## config.mk

```make
export PLATFORM = sky130hd
export DESIGN_NAME = alarm_unit
export DESIGN_NICKNAME = d
export VERILOG_FILES = /design/src/rtl/alarm_unit.sv
export SDC_FILE = /design/constraint.sdc
export NUM_CORES = 1
export LEC_CHECK = 0
export CAP_MARGIN = 20
export CORE_UTILIZATION = 40
export CTS_BUF_LIST = sky130_fd_sc_hd__clkbuf_8
export CTS_CLUSTER_SIZE = 25
export DETAILED_ROUTE_END_ITERATION = 6
export GPL_TIMING_DRIVEN = 1
export PLACE_DENSITY_LB_ADDON = 0.12
export RECOVER_POWER = 50
export SLEW_MARGIN = 10
export SYNTH_ARGS = -nofsm -noshare
export SYNTH_HDL_FRONTEND = slang
export SYNTH_SLANG_ARGS = --single-unit
```

## constraint.sdc

```tcl
create_clock -name clk_i -period 5.9 [get_ports clk_i]
set_input_delay 1.475 -clock clk_i [delete_from_list [all_inputs] [get_ports clk_i]]
set_output_delay 1.475 -clock clk_i [all_outputs]
set_load 0.05 [all_outputs]
```

## src/rtl/alarm_unit.sv

```systemverilog
// alarm_unit: compares the RTC time against a programmed 24 h alarm once per
// second and runs the IDLE / RINGING / SNOOZE state machine with an interrupt.
// Optional feature macro: ALARM_SNOOZE_EN (snooze path and SNOOZE state).
module alarm_unit #(
  parameter int SNOOZE_MIN = 5,
  parameter int RING_SEC   = 60
) (
  input  logic       clk_i,
  input  logic       rst_i,
  input  logic       sec_tick_i,
  input  logic [5:0] cur_sec_i,
  input  logic [5:0] cur_min_i,
  input  logic [5:0] cur_hour_i,
  input  logic [1:0] cur_mode_i,
  input  logic [2:0] cur_day_of_week_i,
  input  logic       cfg_we_i,
  input  logic [5:0] cfg_hour_i,
  input  logic [5:0] cfg_min_i,
  input  logic [6:0] cfg_dow_mask_i,
  input  logic       alarm_en_i,
  input  logic       snooze_i,
  input  logic       stop_i,
  output logic       ring_o,
  output logic       irq_o,
  output logic [1:0] state_o,
  output logic       missed_o
);

`ifdef ALARM_SNOOZE_EN
  typedef enum logic [1:0] {
    ST_IDLE    = 2'd0,
    ST_RINGING = 2'd1,
    ST_SNOOZE  = 2'd2
  } state_t;
  localparam logic [11:0] SNZ_LOAD = 12'(SNOOZE_MIN * 60);
`else
  typedef enum logic [1:0] {
    ST_IDLE    = 2'd0,
    ST_RINGING = 2'd1
  } state_t;
`endif

  localparam logic [7:0] RING_LIMIT = 8'(RING_SEC);

  state_t     r_state;
  state_t     w_stateNext;
  logic [5:0] r_alHour;
  logic [5:0] r_alMin;
  logic [6:0] r_alMask;
  logic [7:0] r_ringCnt;
  logic [7:0] w_ringCntNext;
  logic [7:0] w_ringInc;
  logic       r_irq;
  logic       w_irqNext;
  logic       r_missed;
  logic       w_missedSet;
  logic [6:0] w_hourNorm;
  logic [7:0] w_maskExt;
  logic       w_match;

`ifdef ALARM_SNOOZE_EN
  logic [11:0] r_snzCnt;
  logic [11:0] w_snzCntNext;
`else
  logic        w_unused;
  assign w_unused = ^{snooze_i, 12'(SNOOZE_MIN)};
`endif

  // Convert the current hour to 24 h form so it compares directly with the alarm hour.
  always_comb begin
    w_hourNorm = {1'b0, cur_hour_i};
    if (cur_mode_i[0]) begin
      if (cur_hour_i == 6'd12) begin
        w_hourNorm = cur_mode_i[1] ? 7'd12 : 7'd0;
      end else if (cur_mode_i[1]) begin
        w_hourNorm = {1'b0, cur_hour_i} + 7'd12;
      end
    end
  end

  // Bit 0 of the extended mask is tied low so that day 0 can never match.
  assign w_maskExt = {r_alMask, 1'b0};
  assign w_match   = sec_tick_i && alarm_en_i && (cur_sec_i == 6'd0)
                   && (r_alMin < 6'd60) && (cur_min_i == r_alMin)
                   && (r_alHour < 6'd24) && (w_hourNorm == {1'b0, r_alHour})
                   && w_maskExt[cur_day_of_week_i];

  assign w_ringInc = r_ringCnt + 8'd1;

  // Next-state, counter and interrupt decisions; disable overrides every state.
  always_comb begin
    w_stateNext   = r_state;
    w_ringCntNext = r_ringCnt;
    w_irqNext     = 1'b0;
    w_missedSet   = 1'b0;
`ifdef ALARM_SNOOZE_EN
    w_snzCntNext  = r_snzCnt;
`endif
    if (!alarm_en_i) begin
      w_stateNext = ST_IDLE;
    end else begin
      case (r_state)
        ST_IDLE: begin
          if (w_match) begin
            w_stateNext   = ST_RINGING;
            w_ringCntNext = 8'd0;
            w_irqNext     = 1'b1;
          end
        end
        ST_RINGING: begin
          if (stop_i) begin
            w_stateNext = ST_IDLE;
          end
`ifdef ALARM_SNOOZE_EN
          else if (snooze_i) begin
            w_stateNext  = ST_SNOOZE;
            w_snzCntNext = SNZ_LOAD;
          end
`endif
          else if (sec_tick_i) begin
            w_ringCntNext = w_ringInc;
            if (w_ringInc == RING_LIMIT) begin
              w_stateNext = ST_IDLE;
              w_missedSet = 1'b1;
            end
          end
        end
`ifdef ALARM_SNOOZE_EN
        ST_SNOOZE: begin
          if (stop_i) begin
            w_stateNext = ST_IDLE;
          end else if (sec_tick_i) begin
            w_snzCntNext = r_snzCnt - 12'd1;
            if (r_snzCnt == 12'd1) begin
              w_stateNext   = ST_RINGING;
              w_ringCntNext = 8'd0;
              w_irqNext     = 1'b1;
            end
          end
        end
`endif
        default: begin
          w_stateNext = ST_IDLE;
        end
      endcase
    end
  end

  // State, counters, alarm registers and the sticky missed flag; a set beats a clear.
  always_ff @(posedge clk_i) begin
    if (rst_i) begin
      r_state   <= ST_IDLE;
      r_ringCnt <= 8'd0;
      r_irq     <= 1'b0;
      r_missed  <= 1'b0;
      r_alHour  <= 6'd0;
      r_alMin   <= 6'd0;
      r_alMask  <= 7'd0;
`ifdef ALARM_SNOOZE_EN
      r_snzCnt  <= 12'd0;
`endif
    end else begin
      r_state   <= w_stateNext;
      r_ringCnt <= w_ringCntNext;
      r_irq     <= w_irqNext;
`ifdef ALARM_SNOOZE_EN
      r_snzCnt  <= w_snzCntNext;
`endif
      if (w_missedSet) begin
        r_missed <= 1'b1;
      end else if (stop_i || cfg_we_i) begin
        r_missed <= 1'b0;
      end
      if (cfg_we_i) begin
        r_alHour <= cfg_hour_i;
        r_alMin  <= cfg_min_i;
        r_alMask <= cfg_dow_mask_i;
      end
    end
  end

  assign ring_o   = (r_state == ST_RINGING);
  assign irq_o    = r_irq;
  assign state_o  = r_state;
  assign missed_o = r_missed;

endmodule

```

# Yosys cells after proc, flatten, opt, wreduce, memory -nomap -nowiden
# Index checks and enable logic that the tools add are counted.
# Widths: inputs -> output; s select.
[totals]
in_bits = 49
output_inout_bits = 5
wordCells = 63
reg_bits = 31
[classes]
mux = 23
magnitude_cmp = 3
bitwise = 2
n_eq_ne = 10
reduce_logical = 16
add_sub_neg = 2
[op_table]
columns = ["cell", "n"]
rows = [
  ["$mux 8", 3],
  ["$mux 7", 3],
  ["$pmux 8 s2", 1],
  ["$mux 1", 9],
  ["$add 8x1->8 const B", 1],
  ["$eq 8x6->1 const B", 1],
  ["$mux 2", 4],
  ["$add 6x4->7 const B", 1],
  ["$eq 7x6->1", 1],
  ["$logic_and 1x1->1", 7],
  ["$eq 6x4->1 const B", 1],
  ["$eq 6x6->1", 1],
  ["$logic_not 6->1", 1],
  ["$lt 6x5->1 const B", 1],
  ["$lt 6x6->1 const B", 1],
  ["$ne 2x2->1 const B", 3],
  ["$reduce_and 5->1", 1],
  ["$lt 3x4->1 const B", 1],
  ["$mux 4", 1],
  ["$pmux 2 s2", 1],
  ["$reduce_bool 2->1", 2],
  ["$bmux 1 s3", 1],
  ["$ne 3x2->1 const B", 1],
  ["$ne 3x3->1 const B", 1],
  ["7 further kinds", 8],
]

# Depth between registers and ports, before layout
[depth]
word_depth = 9
ltp_mapped = 8
ltp_nobuf = 8

# Worst setup path after synthesis
# No wires, ideal clock.
[synth_path]
path_type = "input -> register"
start = "input port cur_hour_i[1]"
end = "register r_ringCnt[1]"
setup_ns = 0.072
arrival_ns = 3.026
required_time_ns = 5.828
n_path_buf = 0
stages = 6
path_slack_ns = 2.803
path_cell_list = "or3_4 mux2i_1 or3_2 and4b_4 a31oi_1 mux2i_1"
[synth_between]
elab_chain_cells = 9
elab_cells_between_ends = 10
classes_between = "add/sub (1); eq/ne (3); mux (3); reduce/logical (3)"
[synth_lines]
columns = ["item", "line_no", "rtl"]
rows = [
  ["start: declaration", "13", "input logic [5:0] cur_hour_i,"],
  ["$add 6x4->7", "76", "w_hourNorm = {1'b0, cur_hour_i} + 7'd12;"],
  ["$mux 7", "75", "end else if (cur_mode_i[1]) begin"],
  ["$mux 7", "73", "if (cur_hour_i == 6'd12) begin"],
  ["$mux 7 *", "72", "if (cur_mode_i[0]) begin"],
  ["$eq 7x6->1 *", "85", "&& (r_alHour < 6'd24) && (w_hourNorm == {1'b0, r_alHour})"],
  ["$logic_and 1x1->1 *", "85", ""],
  ["$logic_and 1x1->1 *", "86", "&& w_maskExt[cur_day_of_week_i];"],
  ["$ne 2x2->1 (no source line) *", "-", ""],
  ["$reduce_and 5->1 (no source line) *", "-", ""],
  ["end signal: assignment", "164", "r_ringCnt <= w_ringCntNext;"],
  ["end: declaration", "50", "logic [7:0] r_ringCnt;"],
]
# Every way passes the cells marked *; elsewhere a longest branch is shown, timed or not.
# A chain may end at the register's enable or synchronous reset.

# Final worst setup path
[layout_path]
start = "input port cur_hour_i[2]"
end = "register r_ringCnt[1]"
# Same word-level chain as after synthesis.

==> flow_summary.toml <==
[drt]
dr.first_iter.drc_count = 58
drc_errors = 0
drt-total-wl_mm = 4.12
viasPerCell = 5.36
routedWlPerCell_um = 13.4
vias = 1644
drtAntennaViolNets = 0
drtPass1Iterations = 5

[finish]
diodes = 0
nets = 310
drive_gt1_share_pct = 5.84
final_common_cell = "clkdlybuf4s50_1"
fin_cells = 307
area_growth_pct = 34.8
mostFrequentLayoutCells = "clkdlybuf4s50_1 (50), dfxtp_1 (30), nor2_1 (27), mux2i_1 (22), nand2_1 (12)"

[timing]
maxSlewHeadroom_pct = 27.5
max_freq_ghz = 0.288
finalSetupViolCount = 0
finalClockSkew_ns = 0.00251
report.final.hold_viol_count = 0
period_share_pct = 58.8
min_period_ns = 3.47
hold_ws_ns = 0.497
finalMaxSlewViolations = 0
rsz0062_at_grt = "false"
worst_pin_slew_ns = 1.09
fin_setup_tns_ns = 0

[logic_synthesis]
synth_edf_count = 0
syn_area_mm2 = 0.00179
ys_seq_elements = 30
yosysSeqAreaShare_pct = 33.6
syn_avg_cell_area_um2 = 8.72
yosysUniqueCellTypes = 52
synthArstFlopShare_pct = 0
synth_fp_nets = 258
synth_flop_cell = "dfxtp_1"
synth_warnings = 0
syn-instance-count = 205

[setup_path]
start_kind = "primary input"
r2r-start = "state_o[0]$_SDFFE_PP0P_"
worstSetupEndpoint = "r_ringCnt[1]$_SDFFE_PP0P_"
r2r_slack_ns = 3.96
cp.arrival_ns = 3.68
endpoint_kind = "register"
worstSetupPathType = "primary input to register"
crit_start = "cur_hour_i[2]"
cp_data_required_time_ns = 6.11
rr_endpoint = "r_ringCnt[5]$_SDFFE_PP0P_"
crit_path_max_fanout = 6
rr_worst_depth = 6

[grt]
antenna_found_initial = 0
grt_pass1_vias = 1517
grt_use_total_pct = 18.9
grt_pass1_wl_mm = 6.61
grt_start_max_net_pins = 33
grt-ovfl-total = 0

[placed_design]
io_buffers = 51
gp_congestion = 0.806
place_inst = 299
hpwl_mm = 3.10

[clocking]
clkLatencyLatePin_ns = 0.27
cts_buffers = 5
cts_setup_buffers = 0
cts_tree = "built"
cts_root_buf = "clkbuf_8"
cts_sinks = 30
postCtsHoldBufs = 0
htree_levels = 2
clock_path_buffers = 2
cts.clk_slew.worst_paths_ns = 0.06
cts_resized = 0

[power_and_ir_drop]
finalPower_uw = 452
total_leakage_power_uw = 0.000958
irDropWorstVdd_v = 0.000166
power_density_mw_per_mm2 = 188

[floorplanning]
io_pins = 54
core_area_mm2 = 0.00414
dieArea_mm2 = 0.00474
rows = 23
start_util_pct = 43.1
die_x_um = 68.9
die_h_um = 68.9

[flow_run]
cap_violations = 0

[worst_hold_path]
hold_class = "register to register"

[outcome]
status = "complete, no violations"
registers in the layout, summed over array words and instances (netlist names):
register   flops
r_ringCnt      8
r_alHour       6
state_o        1
missed_o       1
irq_o          1
r_alMask       7
r_alMin        6
worst max-delay path, cell delays in order:
cell	delay [ns]
clkdlybuf4s50_1	0.59
ha_1	0.23
nor2b_1	0.15
o221ai_1	0.14
or3_2	0.43
and4b_4	0.24
a31oi_1	0.23
mux2i_1	0.21
layout make-up:
| cell class | count | area, um2 |
|---|---|---|
| Clock inverter | 2 | 7.51 |
| Timing Repair Buffer | 53 | 522 |
| Clock buffer | 5 | 68.8 |
| Tap cell | 50 | 62.6 |
| Sequential cell | 30 | 601 |
| Fill cell | 399 | 1730 |
| Inverter | 8 | 30.0 |
| Multi-Input combinational cell | 159 | 1120 |
how the worst min path moves through the flow:
stage | cells after the start | end | slack [ns] | from
after global routing | 2 | r_alMask[1]$_SDFFE_PP0P_ | 0.54 | r_alMask[1]$_SDFFE_PP0P_
final | 2 | r_ringCnt[1]$_SDFFE_PP0P_ | 0.50 | r_ringCnt[1]$_SDFFE_PP0P_
after detailed placement | 2 | r_alMask[6]$_SDFFE_PP0P_ | 0.48 | r_alMask[6]$_SDFFE_PP0P_
after floorplan | 2 | r_alMask[5]$_SDFFE_PP0P_ | 0.45 | r_alMask[5]$_SDFFE_PP0P_
after CTS | 2 | r_alMask[6]$_SDFFE_PP0P_ | 0.50 | r_alMask[6]$_SDFFE_PP0P_
after global placement | 2 | r_alHour[2]$_SDFFE_PP0P_ | 0.47 | r_alHour[2]$_SDFFE_PP0P_
layer usage:
layer | wire length, um | up-vias | track usage [%]
met3 | 197 | 2 | 5.43
met1 | 1930 | 742 | 23.5
met5 | 0 | - | 0
met4 | 19 | 0 | 5.36
li1 | - | 854 | -
met2 | 1960 | 46 | 31.6
power breakdown:
| part | internal [uW] | switching [uW] |
|---|---|---|
| Sequential | 210 | 5.16 |
| Combinational | 50.7 | 36.4 |
| Clock | 77.5 | 72.1 |
cell usage after synthesis, types with 2 or more instances:
cell type / number / area [um2]
nor4b_1: 2 / 17.5
a41o_1: 4 / 40.0
a32o_1: 2 / 20.0
nand3_2: 2 / 20.0
xnor2_1: 9 / 78.8
dfxtp_1: 30 / 601
buf_4: 2 / 15.0
ha_1: 4 / 50.1
nor4_1: 5 / 31.3
inv_1: 7 / 26.3
nor2_1: 27 / 101
nand3_1: 7 / 35.0
nor4bb_1: 2 / 20.0
nand4_1: 3 / 18.8
nor2b_1: 3 / 18.8
nand2_1: 12 / 45.0
mux2i_1: 22 / 220
or3_1: 2 / 12.5
o2111ai_1: 2 / 17.5
nand4b_1: 3 / 26.3
and2_1: 2 / 12.5
and3_1: 2 / 12.5
a21oi_1: 5 / 25.0
nor3_1: 5 / 25.0
clkbuf_1: 6 / 22.5
o21ai_0: 3 / 15.0
nand2b_1: 7 / 43.8
cell families (layout without fill, tap and decap cells):
family | after synthesis | in the layout | synth area share (%)
AOI/OAI and AO/OA | 29 | 29 | 12.5
xor gates and xnor gates | 10 | 10 | 4.90
adders and majority gates | 4 | 4 | 2.80
buffers and inverters | 16 | 68 | 3.78
DFF | 30 | 30 | 33.6
muxes | 23 | 23 | 13.6
other | 1 | 1 | 0.210
and+or+nand+nor | 92 | 92 | 28.7
stage by stage:
stage	worst slack (ns)	cell area, um2	utilization (%)
after floorplan	2.80	1790	-
after global placement	2.18	2330	56.3
after detailed placement	2.15	2330	56.3
after CTS	2.43	2410	58.1
after global routing	2.31	2410	58.2
final	2.43	2410	58.2
No activity file was read; power rests on OpenSTA's default activity.
